**src/rtl/uart_pkg.sv**
```systemverilog
// Shared definitions for the configurable UART receiver.
package uart_pkg;

    typedef enum logic [2:0] {
        ST_IDLE,
        ST_START,
        ST_DATA,
        ST_PARITY,
        ST_STOP
    } rx_state_e;

    localparam int unsigned PARITY_NONE = 0;
    localparam int unsigned PARITY_ODD  = 1;
    localparam int unsigned PARITY_EVEN = 2;

endpackage

```
**src/rtl/uart_baud_cnt.sv**
```systemverilog
// Baud interval counter: free-runs from a clear, strobing at mid-bit and at bit end.
module uart_baud_cnt #(
    parameter int unsigned BIT_CNT = 16
) (
    input  logic clk,
    input  logic rst,
    input  logic clr,
    output logic half_c,
    output logic full_c
);
    localparam int unsigned HALF = BIT_CNT / 2;
    localparam int unsigned CW   = $clog2(BIT_CNT + 1);

    logic [CW-1:0] cnt;

    assign half_c = (cnt == CW'(HALF - 1));
    assign full_c = (cnt == CW'(BIT_CNT - 1));

    // Wraps to zero on the full strobe so it never runs past BIT_CNT.
    always_ff @(posedge clk or posedge rst) begin
        if (rst) begin
            cnt <= '0;
        end else if (clr || full_c) begin
            cnt <= '0;
        end else begin
            cnt <= cnt + CW'(1);
        end
    end

endmodule

```
**src/rtl/uart_rx_cfg.sv**
```systemverilog
// Parameterised UART receiver with parity/stop checking and a one-word valid/ready output buffer.
module uart_rx_cfg
    import uart_pkg::*;
#(
    parameter int unsigned CLK_FREQ  = 100_000_000,
    parameter int unsigned BAUD      = 9600,
    parameter int unsigned DATA_BITS = 8,
    parameter int unsigned PARITY    = 0,
    parameter int unsigned STOP_BITS = 1
) (
    input  logic       clk,
    input  logic       rst,
    input  logic       din,
    input  logic       ready,
    output logic       valid,
    output logic [7:0] data,
    output logic       frame_err,
    output logic       parity_err,
    output logic       overrun
);
    localparam int unsigned BIT_CNT = CLK_FREQ / BAUD;
    localparam int unsigned IW      = 3;

    rx_state_e     state;
    logic [1:0]    sync;
    logic          din_s;
    logic [IW-1:0] bit_idx;
    logic [7:0]    shreg;
    logic          par_bad;
    logic          stop_bad;
    logic          half_c;
    logic          full_c;
    logic          clr_c;

    assign din_s = sync[1];
    assign clr_c = (state == ST_IDLE) || ((state == ST_START) && half_c);

    uart_baud_cnt #(
        .BIT_CNT(BIT_CNT)
    ) u_baud (
        .clk    (clk),
        .rst    (rst),
        .clr    (clr_c),
        .half_c (half_c),
        .full_c (full_c)
    );

    // Two-flop synchroniser, reset to the idle line level.
    always_ff @(posedge clk or posedge rst) begin
        if (rst) begin
            sync <= 2'b11;
        end else begin
            sync <= {sync[0], din};
        end
    end

    always_ff @(posedge clk or posedge rst) begin
        if (rst) begin
            state      <= ST_IDLE;
            bit_idx    <= '0;
            shreg      <= '0;
            par_bad    <= 1'b0;
            stop_bad   <= 1'b0;
            valid      <= 1'b0;
            data       <= 8'h00;
            frame_err  <= 1'b0;
            parity_err <= 1'b0;
            overrun    <= 1'b0;
        end else begin
            overrun <= 1'b0;
            if (valid && ready) begin
                valid <= 1'b0;
            end
            case (state)
                ST_IDLE: begin
                    if (!din_s) begin
                        state    <= ST_START;
                        bit_idx  <= '0;
                        shreg    <= '0;
                        par_bad  <= 1'b0;
                        stop_bad <= 1'b0;
                    end
                end
                ST_START: begin
                    if (half_c) begin
                        state <= din_s ? ST_IDLE : ST_DATA;
                    end
                end
                ST_DATA: begin
                    if (full_c) begin
                        shreg[bit_idx] <= din_s;
                        if (bit_idx == IW'(DATA_BITS - 1)) begin
                            bit_idx <= '0;
                            state   <= (PARITY != PARITY_NONE) ? ST_PARITY : ST_STOP;
                        end else begin
                            bit_idx <= bit_idx + IW'(1);
                        end
                    end
                end
                ST_PARITY: begin
                    // Upper shreg bits are zero, so the reduction covers only data bits.
                    if (full_c) begin
                        par_bad <= ((^shreg) ^ din_s) != (PARITY == PARITY_ODD);
                        state   <= ST_STOP;
                    end
                end
                ST_STOP: begin
                    if (full_c) begin
                        if (bit_idx == IW'(STOP_BITS - 1)) begin
                            state   <= ST_IDLE;
                            bit_idx <= '0;
                            // A held word that is being accepted this cycle may be replaced.
                            if (!valid || ready) begin
                                valid      <= 1'b1;
                                data       <= shreg;
                                frame_err  <= stop_bad | ~din_s;
                                parity_err <= par_bad;
                            end else begin
                                overrun <= 1'b1;
                            end
                        end else begin
                            stop_bad <= stop_bad | ~din_s;
                            bit_idx  <= bit_idx + IW'(1);
                        end
                    end
                end
                default: state <= ST_IDLE;
            endcase
        end
    end

endmodule

```
**config.mk**
```make
export PLATFORM = sky130hd
export DESIGN_NAME = uart_rx_cfg
export DESIGN_NICKNAME = d
export VERILOG_FILES = /design/src/rtl/uart_pkg.sv /design/src/rtl/uart_baud_cnt.sv /design/src/rtl/uart_rx_cfg.sv
export SDC_FILE = /design/constraint.sdc
export NUM_CORES = 1
export LEC_CHECK = 0
export BUFFER_PORTS_ARGS = -buffer_cell sky130_fd_sc_hd__buf_2
export CORE_MARGIN = 10
export CORE_UTILIZATION = 59
export CTS_CLUSTER_DIAMETER = 80
export DETAILED_ROUTE_END_ITERATION = 10
export GPL_TIMING_DRIVEN = 0
export PLACE_DENSITY = 0.84
export SETUP_SLACK_MARGIN = 0.15
export SKIP_CTS_REPAIR_TIMING = 1
export SYNTH_ARGS = -nofsm -noshare
export SYNTH_HDL_FRONTEND = slang
export SYNTH_SLANG_ARGS = --single-unit
```
**constraint.sdc**
```tcl
create_clock -name clk -period 2.34 [get_ports clk]
set_clock_uncertainty 0.15 [all_clocks]
set_input_delay 0.234 -clock clk [delete_from_list [all_inputs] [get_ports clk]]
set_output_delay 0.234 -clock clk [all_outputs]
set_load 0.01 [all_outputs]
```
==> impl_metrics.tcl, run 1 <==
set metrics [dict create \
    drv_cap 0 \
    p_switching_mw 0.290 \
    timing.final.crit_share 0.885 \
    netlist.area_leader.share 0.480 \
    clk_transition_reported_paths_ns 0.09 \
    die_area_sq_um 6550 \
    p_sw_frac 0.223 \
    drive_above_1_share 0.225 \
    grt_pass1_vias 1626 \
    ys.flop_type "dfrtp_1" \
    grt_max_degree 45 \
    cts.sinks 44 \
    whs_ns -0.0493 \
    gp_congestion 0.796 \
    wl_um 3970 \
    crit_chain "clkbuf_2 > inv_1 > ha_1 > nand2b_1 > nor3_2 > nand3_1 > clkbuf_4 > mux2_2" \
    port_buffers 15 \
    max_slew_margin 0.421 \
    startpoint "bit_idx[0]" \
    min_period_ns 2.07 \
    timing.fmax_ghz 0.483 \
    synth_cell_types 43 \
    ys_top_cells_by_count "42 x dfrtp_1, 27 x nor2_1, 23 x nand2_1, 13 x xnor2_1, 10 x o21ai_0" \
    cts_buffer_depth 2 \
    rows 22 \
    vias 1541 \
    firstDrtPassIters 4 \
    yosysTopAreaCell "dfrtp_1" \
    postRouteAntennaNets 0 \
    track_usage 0.138 \
    ys_seq_area_frac 0.504 \
    diodes 0 \
    io_pins 16 \
    hold_class "in -> async" \
    n_fill_cell 309 \
    worst_pin_slew_ns 0.868 \
    yosysMostFrequentCell "dfrtp_1" \
    tritoncts "built" \
    drc 0 \
    cts-root-buf "clkbuf_8" \
    async_flop_share 1.00 \
    syn_area_sq_um 2190 \
    clockPowerShare 0.390 \
    violations "negative hold slack" \
    setup_viol 0 \
    via_per_inst 5.43 \
    critPathLaunchType "flop" \
    clk-insertion-delay-late_ns 0.31 \
    outcome "finished, violations left" \
    start_util 0.603 \
    seqPwrFrac 0.589 \
    grt_pass1_wl_um 7220 \
    rr_startpoint "bit_idx[0]" \
    rsz0062_at_grt "yes" \
    synth_warnings 0 \
    synthCells 212 \
    tns_ns 0 \
    drtIter0Drc 143 \
    worst_slack_ns 0.269 \
    syn_area_per_cell_sq_um 10.3 \
    max_stage_delay_ns 0.39 \
    syn2layout_area_growth_pct 12.2 \
    cp_slowest_cell "dfrtp_1" \
    dpl.hpwl_um 2860 \
    vdd_ir_drop_max_mv 0.479 \
    grt-ovfl-total 0 \
    drv_slew 0 \
    combPwrFrac 0.021 \
    endpoint_kind "flop" \
    path_buf_inv 3 \
    crit_type "reg -> reg" \
    critical-path-top-delay-family "buffers and inverters" \
    ys_seq_elements 44 \
    worstPathArrival_ns 2.11 \
    cts_made_buffers 5 \
    core-area_sq_um 3630 \
    final_nets 243 \
    power_density_nw_per_um2 528 \
    synth_fp_nets 220 \
    power.leakage_nw 1.17 \
    synth_edf_count 0 \
    post-place-ws_ns 0.120 \
    worstPathMaxFanout 10 \
    die_h_um 80.9 \
    wl_per_cell_um 14.0 \
    cp_data_required_time_ns 2.38 \
    die_w_um 80.9 \
    htreeDepth 2 \
    p_int_mw 1.01 \
    synthTopCellsByArea "dfrtp_1 48%, xnor2_1 5.2%, mux2_2 4.6%" \
    antenna_found_initial 0 \
    final-hold-violation-count 42 \
]
## final cells by class
cell class | count | area [sq um] | area share
Clock inverter | 2 | 15.0 | 0.00611
Multi-Input combinational cell | 151 | 1030 | 0.420
Timing Repair Buffer | 16 | 85.1 | 0.0346
Sequential cell | 44 | 1100 | 0.449
Buffer | 9 | 48.8 | 0.0199
Inverter | 8 | 30.0 | 0.0122
Tap cell | 48 | 60.1 | 0.0244
Clock buffer | 6 | 82.6 | 0.0336
## per-layer routing
metal,share of wire,GRT usage,wire length (um)
met5,0,0,0
met2,0.48,0.232,1900
met1,0.46,0.160,1830
met4,0.015,0.0484,59
met3,0.046,0.0464,182
## cell usage in the layout (no fill, tap or decap), drive strengths merged, types with 2 or more instances in the layout
| cell | instances |
|---|---|
| nor2b | 2 |
| xnor2 | 13 |
| dfrtp | 42 |
| nand2 | 23 |
| o21ai | 10 |
| nand4 | 2 |
| nand4b | 2 |
| nand2b | 6 |
| mux2i | 7 |
| nand3 | 9 |
| clkbuf | 12 |
| nor3b | 3 |
| dfstp | 2 |
| clkinvlp | 2 |
| mux2 | 9 |
| xor2 | 7 |
| inv | 7 |
| nor3 | 7 |
| buf | 18 |
| nor2 | 28 |
| ha | 4 |
| and4 | 2 |
| a31oi | 2 |
## through the flow
stage / power, mW / instances / hold slack (ns) / area (sq um) / util
3_5_place_dp: 0.807 / 275 / 0.195 / 2330 / 0.640
4_1_cts: 1.31 / 283 / -0.128 / 2420 / 0.667
2_1_floorplan: 0.798 / 212 / 0.0885 / 2190 / -
3_3_place_gp: 0.806 / 275 / 0.190 / 2330 / 0.640
6_report: 1.30 / 284 / -0.0493 / 2460 / 0.676
5_1_grt: 1.34 / 284 / 0.0280 / 2460 / 0.676
## worst paths after layout
path                            end  slack [ns]  cells past startpoint
max                         data[0]        0.27                      8
min                         data[5]       -0.05                      2
max reg2reg                 data[0]        0.27                      8
min reg2reg                 sync[1]        0.22                      0
max in group asynchronous  state[1]        1.54                      2
min in group clk            overrun        0.07                      3
## power by group through the flow
stage / logic, mW / clock network, mW / registers (mW)
floorplan: 0.0187 / 0 / 0.779
global placement: 0.0260 / 0 / 0.780
detailed placement: 0.0269 / 0 / 0.780
CTS: 0.0269 / 0.518 / 0.765
global route: 0.0312 / 0.549 / 0.765
finish: 0.0266 / 0.507 / 0.765
## cells by family after synthesis
| kind of cell | Yosys count | share of synthesized area |
|---|---|---|
| and+or+nand+nor | 90 | 0.219 |
| DFF | 44 | 0.504 |
| AOI/OAI and AO/OA | 21 | 0.0628 |
| xor gates and xnor gates | 20 | 0.0800 |
| buffers and inverters | 17 | 0.0331 |
| muxes | 16 | 0.0782 |
| adders and majority gates | 4 | 0.0228 |
## sequential cells by signal, indices dropped and copies added (netlist names)
register    cells
parity_err      1
state           3
frame_err       1
par_bad         1
valid           1
stop_bad        1
shreg           8
u_baud.cnt     14
bit_idx         3
sync            2
data            8
overrun         1
Note: power is estimated with default switching activity, not from simulation.
==> run 2: changes to the inputs <==
Settings changed: CTS_BUF_LIST set to sky130_fd_sc_hd__clkbuf_16.
==> run 2 against run 1 <==
Net effect: hold slack better by 0.021 ns; the run still ends with negative hold slack left; largest power group unchanged; die area stayed put; combinational power about the same; flip-flop and latch count is the same; setup slack better by 0.0062 ns; clock-buffer cell count shrank 1; sequential share of layout area fell by 0.74 points.
==> impl_metrics.tcl, run 2 (synthesis results as in run 1) <==
set metrics [dict create \
    timing.final.crit_share 0.882 \
    track_usage 0.142 \
    hold_class "in -> async" \
    cp_data_required_time_ns 2.36 \
    start_util 0.603 \
    rr_startpoint "bit_idx[0]" \
    violations "negative hold slack" \
    vdd_ir_drop_max_mv 0.523 \
    antenna_found_initial 0 \
    final_nets 243 \
    drive_above_1_share 0.216 \
    total_power_mw 1.47 \
    worstPathArrival_ns 2.08 \
    die_area_sq_um 6550 \
    syn2layout_area_growth_pct 14.0 \
    endpoint_kind "flop" \
    rows 22 \
    critPathLaunchType "flop" \
    design_area_sq_um 2500 \
    worstPathMaxFanout 10 \
    cts_made_buffers 5 \
    top_register "u_baud.cnt" \
    max_slew_margin 0.427 \
    outcome "finished, violations left" \
    largest_register_ffs 14 \
    met1_usage 0.166 \
    drtIter0Drc 137 \
    r2r_setup_slack_ns 0.28 \
    timing.fmax_ghz 0.484 \
    wl_per_cell_um 14.4 \
    gr-usage-met2 0.240 \
    tritoncts "built" \
    via_per_inst 5.47 \
    power.leakage_nw 1.19 \
    post-place-ws_ns 0.120 \
    reg.largest.list "u_baud.cnt (14), data (8), shreg (8)" \
    final_cell_mix "42 x dfrtp_1, 27 x nor2_1, 23 x nand2_1" \
    die_w_um 80.9 \
    grt_pass1_wl_um 7410 \
    postRouteAntennaNets 0 \
    met3_usage 0.0331 \
    gp_congestion 0.796 \
    cts.sinks 44 \
    firstDrtPassIters 4 \
    die_h_um 80.9 \
    grt-ovfl-total 0 \
    clk_transition_reported_paths_ns 0.07 \
    tns_ns 0 \
    port_buffers 15 \
    grt_max_degree 45 \
    diodes 0 \
    busiest_layer "met2" \
    htreeDepth 2 \
    drv_cap 0 \
    rsz0062_at_grt "no" \
    place_area_sq_um 2330 \
    grt_pass1_vias 1645 \
    io_pins 16 \
    vias 1553 \
    crit_type "reg -> reg" \
    dpl.hpwl_um 2860 \
    cts_buffer_depth 2 \
    whs_ns -0.0280 \
    r2r.worst_path.cells 8 \
    worst_pin_slew_ns 0.858 \
    wl_um 4100 \
    drv_slew 0 \
    min_period_ns 2.06 \
    core-area_sq_um 3630 \
    cts-root-buf "clkbuf_16" \
    clk-insertion-delay-late_ns 0.29 \
    r2r_end "data[0]" \
    power_density_nw_per_um2 589 \
    final_common_cell "dfrtp_1" \
    n_fill_cell 302 \
    final-hold-violation-count 42 \
    worst_slack_ns 0.275 \
    drc 0 \
    setup_viol 0 \
]
[run 2: area by class of cell]
type,count,area (sq um),share of cell area
timing repair buffer,16,85.1,0.0341
buffer,9,48.8,0.0195
inverter,8,30.0,0.0120
clock buffer,5,125,0.0501
sequential,44,1100,0.442
clock inverter,3,18.8,0.00751
tap,48,60.1,0.0240
multi-input combinational,151,1030,0.411
[run 2: metrics by stage]
step,util,hold slack [ns],cells
floorplan,-,0.0885,212
global placement,0.640,0.190,275
detailed placement,0.640,0.195,275
CTS,0.680,-0.107,283
global route,0.688,0.0568,284
finish,0.688,-0.0280,284
[run 2: worst max path at each step]
| stage | from | end | slack [ns] | cells after the start |
|---|---|---|---|---|
| 3_3_place_gp | bit_idx[0] | data[6] | 0.18 | 8 |
| 2_1_floorplan | bit_idx[0] | data[0] | 0.42 | 8 |
| 3_5_place_dp | bit_idx[0] | data[0] | 0.12 | 8 |
| 6_report | bit_idx[0] | data[0] | 0.28 | 8 |
| 4_1_cts | bit_idx[0] | data[0] | 0.11 | 8 |
| 5_1_grt | u_baud.cnt[0] | shreg[2] | 0.14 | 6 |
[run 2: power breakdown]
group	switching (mW)	internal, mW
sequential	0.00206	0.764
clock	0.288	0.391
combinational	0.0200	0.00677
total	0.310	1.16
[run 2: worst max-delay path, cell delays in order, from the launching register on]
cell and delay, ns:
dfrtp_1 0.38, clkbuf_2 0.17, inv_1 0.12, ha_1 0.17, nand2b_1 0.11, nor3_2 0.20
nand3_1 0.12, clkbuf_4 0.22, mux2_2 0.30
[run 2: routing by layer]
| metal | vias to the layer above | part of all wire |
|---|---|---|
| met4 | 0 | 0.014 |
| met3 | 5 | 0.042 |
| met1 | 754 | 0.46 |
| met2 | 24 | 0.48 |
| met5 | - | 0 |
| li1 | 770 | - |
==> run 3: changes to the inputs <==
Settings changed: MAX_ROUTING_LAYER set to met4, PLACE_DENSITY 0.84 to 0.78.
==> run 3 against run 2 <==
Net effect: the flow now finishes without violations; setup slack lost 0.031 ns; combinational power rose by 30%; cell count increased by 0.70%; flip-flop and latch count is the same; hold slack improved by 0.13 ns; critical path depth decreased by 1; die area is the same; sequential share of layout area down 0.44 points; sequential power about the same.
==> impl_metrics.tcl, run 3 (synthesis results as in run 1) <==
set metrics [dict create \
    firstDrtPassIters 4 \
    dpl.cell_count 276 \
    power.leakage_nw 1.22 \
    final_nets 245 \
    worstPathMaxFanout 10 \
    rsz0062_at_grt "no" \
    grt-ovfl-total 0 \
    setup_viol 0 \
    dpl.hpwl_um 2870 \
    wl_per_cell_um 14.7 \
    regArea_sq_um 1100 \
    top_register "u_baud.cnt" \
    reg.largest.list "u_baud.cnt (14), data (8), shreg (8)" \
    gp_congestion 0.885 \
    via_per_inst 5.57 \
    max_slew_margin 0.661 \
    power_density_nw_per_um2 575 \
    drtIter0Drc 127 \
    worstPathArrival_ns 2.12 \
    endpoint "u_baud.cnt[5]" \
    p_switching_mw 0.291 \
    critPathLaunchType "flop" \
    largest_register_ffs 14 \
    crit_chain "ha_2 > and4_1 > and4_4 > buf_4 > a21o_1 > clkbuf_4 > nor2_1" \
    cts_made_buffers 5 \
    n_fill_cell 289 \
    r2r.worst_path.cells 7 \
    grt_max_degree 24 \
    stdcell_count 286 \
    vdd_ir_drop_max_mv 0.349 \
    clk-insertion-delay-late_ns 0.29 \
    final_cell_mix "42 x dfrtp_1, 27 x nor2_1, 23 x nand2_1" \
    r2r_setup_slack_ns 0.24 \
    crit_type "reg -> reg" \
    critical-path-top-delay-family "simple AND/OR/NAND/NOR gates" \
    timing.final.crit_share 0.896 \
    core-area_sq_um 3630 \
    r2r_end "u_baud.cnt[5]" \
    path_buf_inv 2 \
    tns_ns 0 \
    cp_slowest_cell "dfrtp_1" \
    outcome "completed" \
    final-hold-violation-count 0 \
    path_depth 7 \
    total_power_mw 1.45 \
    cts_buffer_depth 2 \
    rows 22 \
    p_sw_frac 0.200 \
    min_period_ns 2.10 \
    p_int_mw 1.16 \
    vias 1592 \
    antenna_found_initial 0 \
    io_pins 16 \
    cp_data_required_time_ns 2.36 \
    diodes 0 \
    start_util 0.603 \
    combPwrFrac 0.024 \
    hold_class "in -> reg" \
    htreeDepth 2 \
    postRouteAntennaNets 0 \
    syn2layout_area_growth_pct 15.2 \
    tritoncts "built" \
    drv_slew 0 \
    cts-root-buf "clkbuf_16" \
    seqPwrFrac 0.528 \
    grt_pass1_vias 1583 \
    die_area_sq_um 6550 \
    startpoint "u_baud.cnt[0]" \
    wl_um 4190 \
    cts.sinks 44 \
    track_usage 0.146 \
    timing.fmax_ghz 0.477 \
    grt_pass1_wl_um 7430 \
    port_buffers 15 \
    multiInputGateArea_sq_um 1020 \
    worst_pin_slew_ns 0.508 \
    die_w_um 80.9 \
    die_h_um 80.9 \
    drive_above_1_share 0.206 \
    clk_transition_reported_paths_ns 0.06 \
    rr_startpoint "u_baud.cnt[0]" \
    endpoint_kind "flop" \
    drv_cap 0 \
    post-route-util 0.695 \
    clockPowerShare 0.448 \
    max_stage_delay_ns 0.39 \
    final_common_cell "dfrtp_1" \
    drc 0 \
]
## run 3: area by class of cell
class,instances,area share
clock buffers,5,0.0496
clock inverters,3,0.00446
multi-input cells,151,0.405
inverters,8,0.0119
flip-flops and latches,44,0.437
repair buffers,18,0.0486
plain buffers,9,0.0193
well taps,48,0.0238
## run 3: worst reg2reg max path, cell delays in order, from the launching register on
cell,delay [ns]
dfrtp_1,0.39
ha_2,0.24
and4_1,0.21
and4_4,0.27
buf_4,0.18
a21o_1,0.22
clkbuf_4,0.25
nor2_1,0.07
## run 3: per-stage QoR
step	instance area, sq um	hold WS (ns)	worst slack, ns
floorplan	2190	0.0885	0.420
global placement	2330	0.189	0.166
detailed placement	2350	0.141	0.108
CTS	2490	-0.162	0.0815
global route	2520	0.149	0.152
finish	2520	0.106	0.244
## run 3: worst min-delay path by stage
stage	slack (ns)	end	from	cells past startpoint
CTS	-0.16	state[2]	rst	2
global placement	0.19	sync[0]	din	1
global route	0.15	overrun	ready	3
detailed placement	0.14	data[5]	rst	2
finish	0.11	overrun	ready	3
floorplan	0.09	sync[0]	din	0
## run 3: layer usage
layer  global-route usage  vias up  part of all wire
met1                0.181      771              0.47
li1                     -      774                 -
met2                0.221       42              0.46
met5                    -        -                 0
met4               0.0502        0             0.014
met3               0.0453        5             0.053
## run 3: power by group through the flow
stage	Clock (mW)	Sequential (mW)	Combinational, mW
floorplan	0	0.779	0.0187
global placement	0	0.780	0.0266
detailed placement	0	0.780	0.0330
CTS	0.664	0.766	0.0335
global route	0.692	0.766	0.0395
finish	0.650	0.766	0.0348
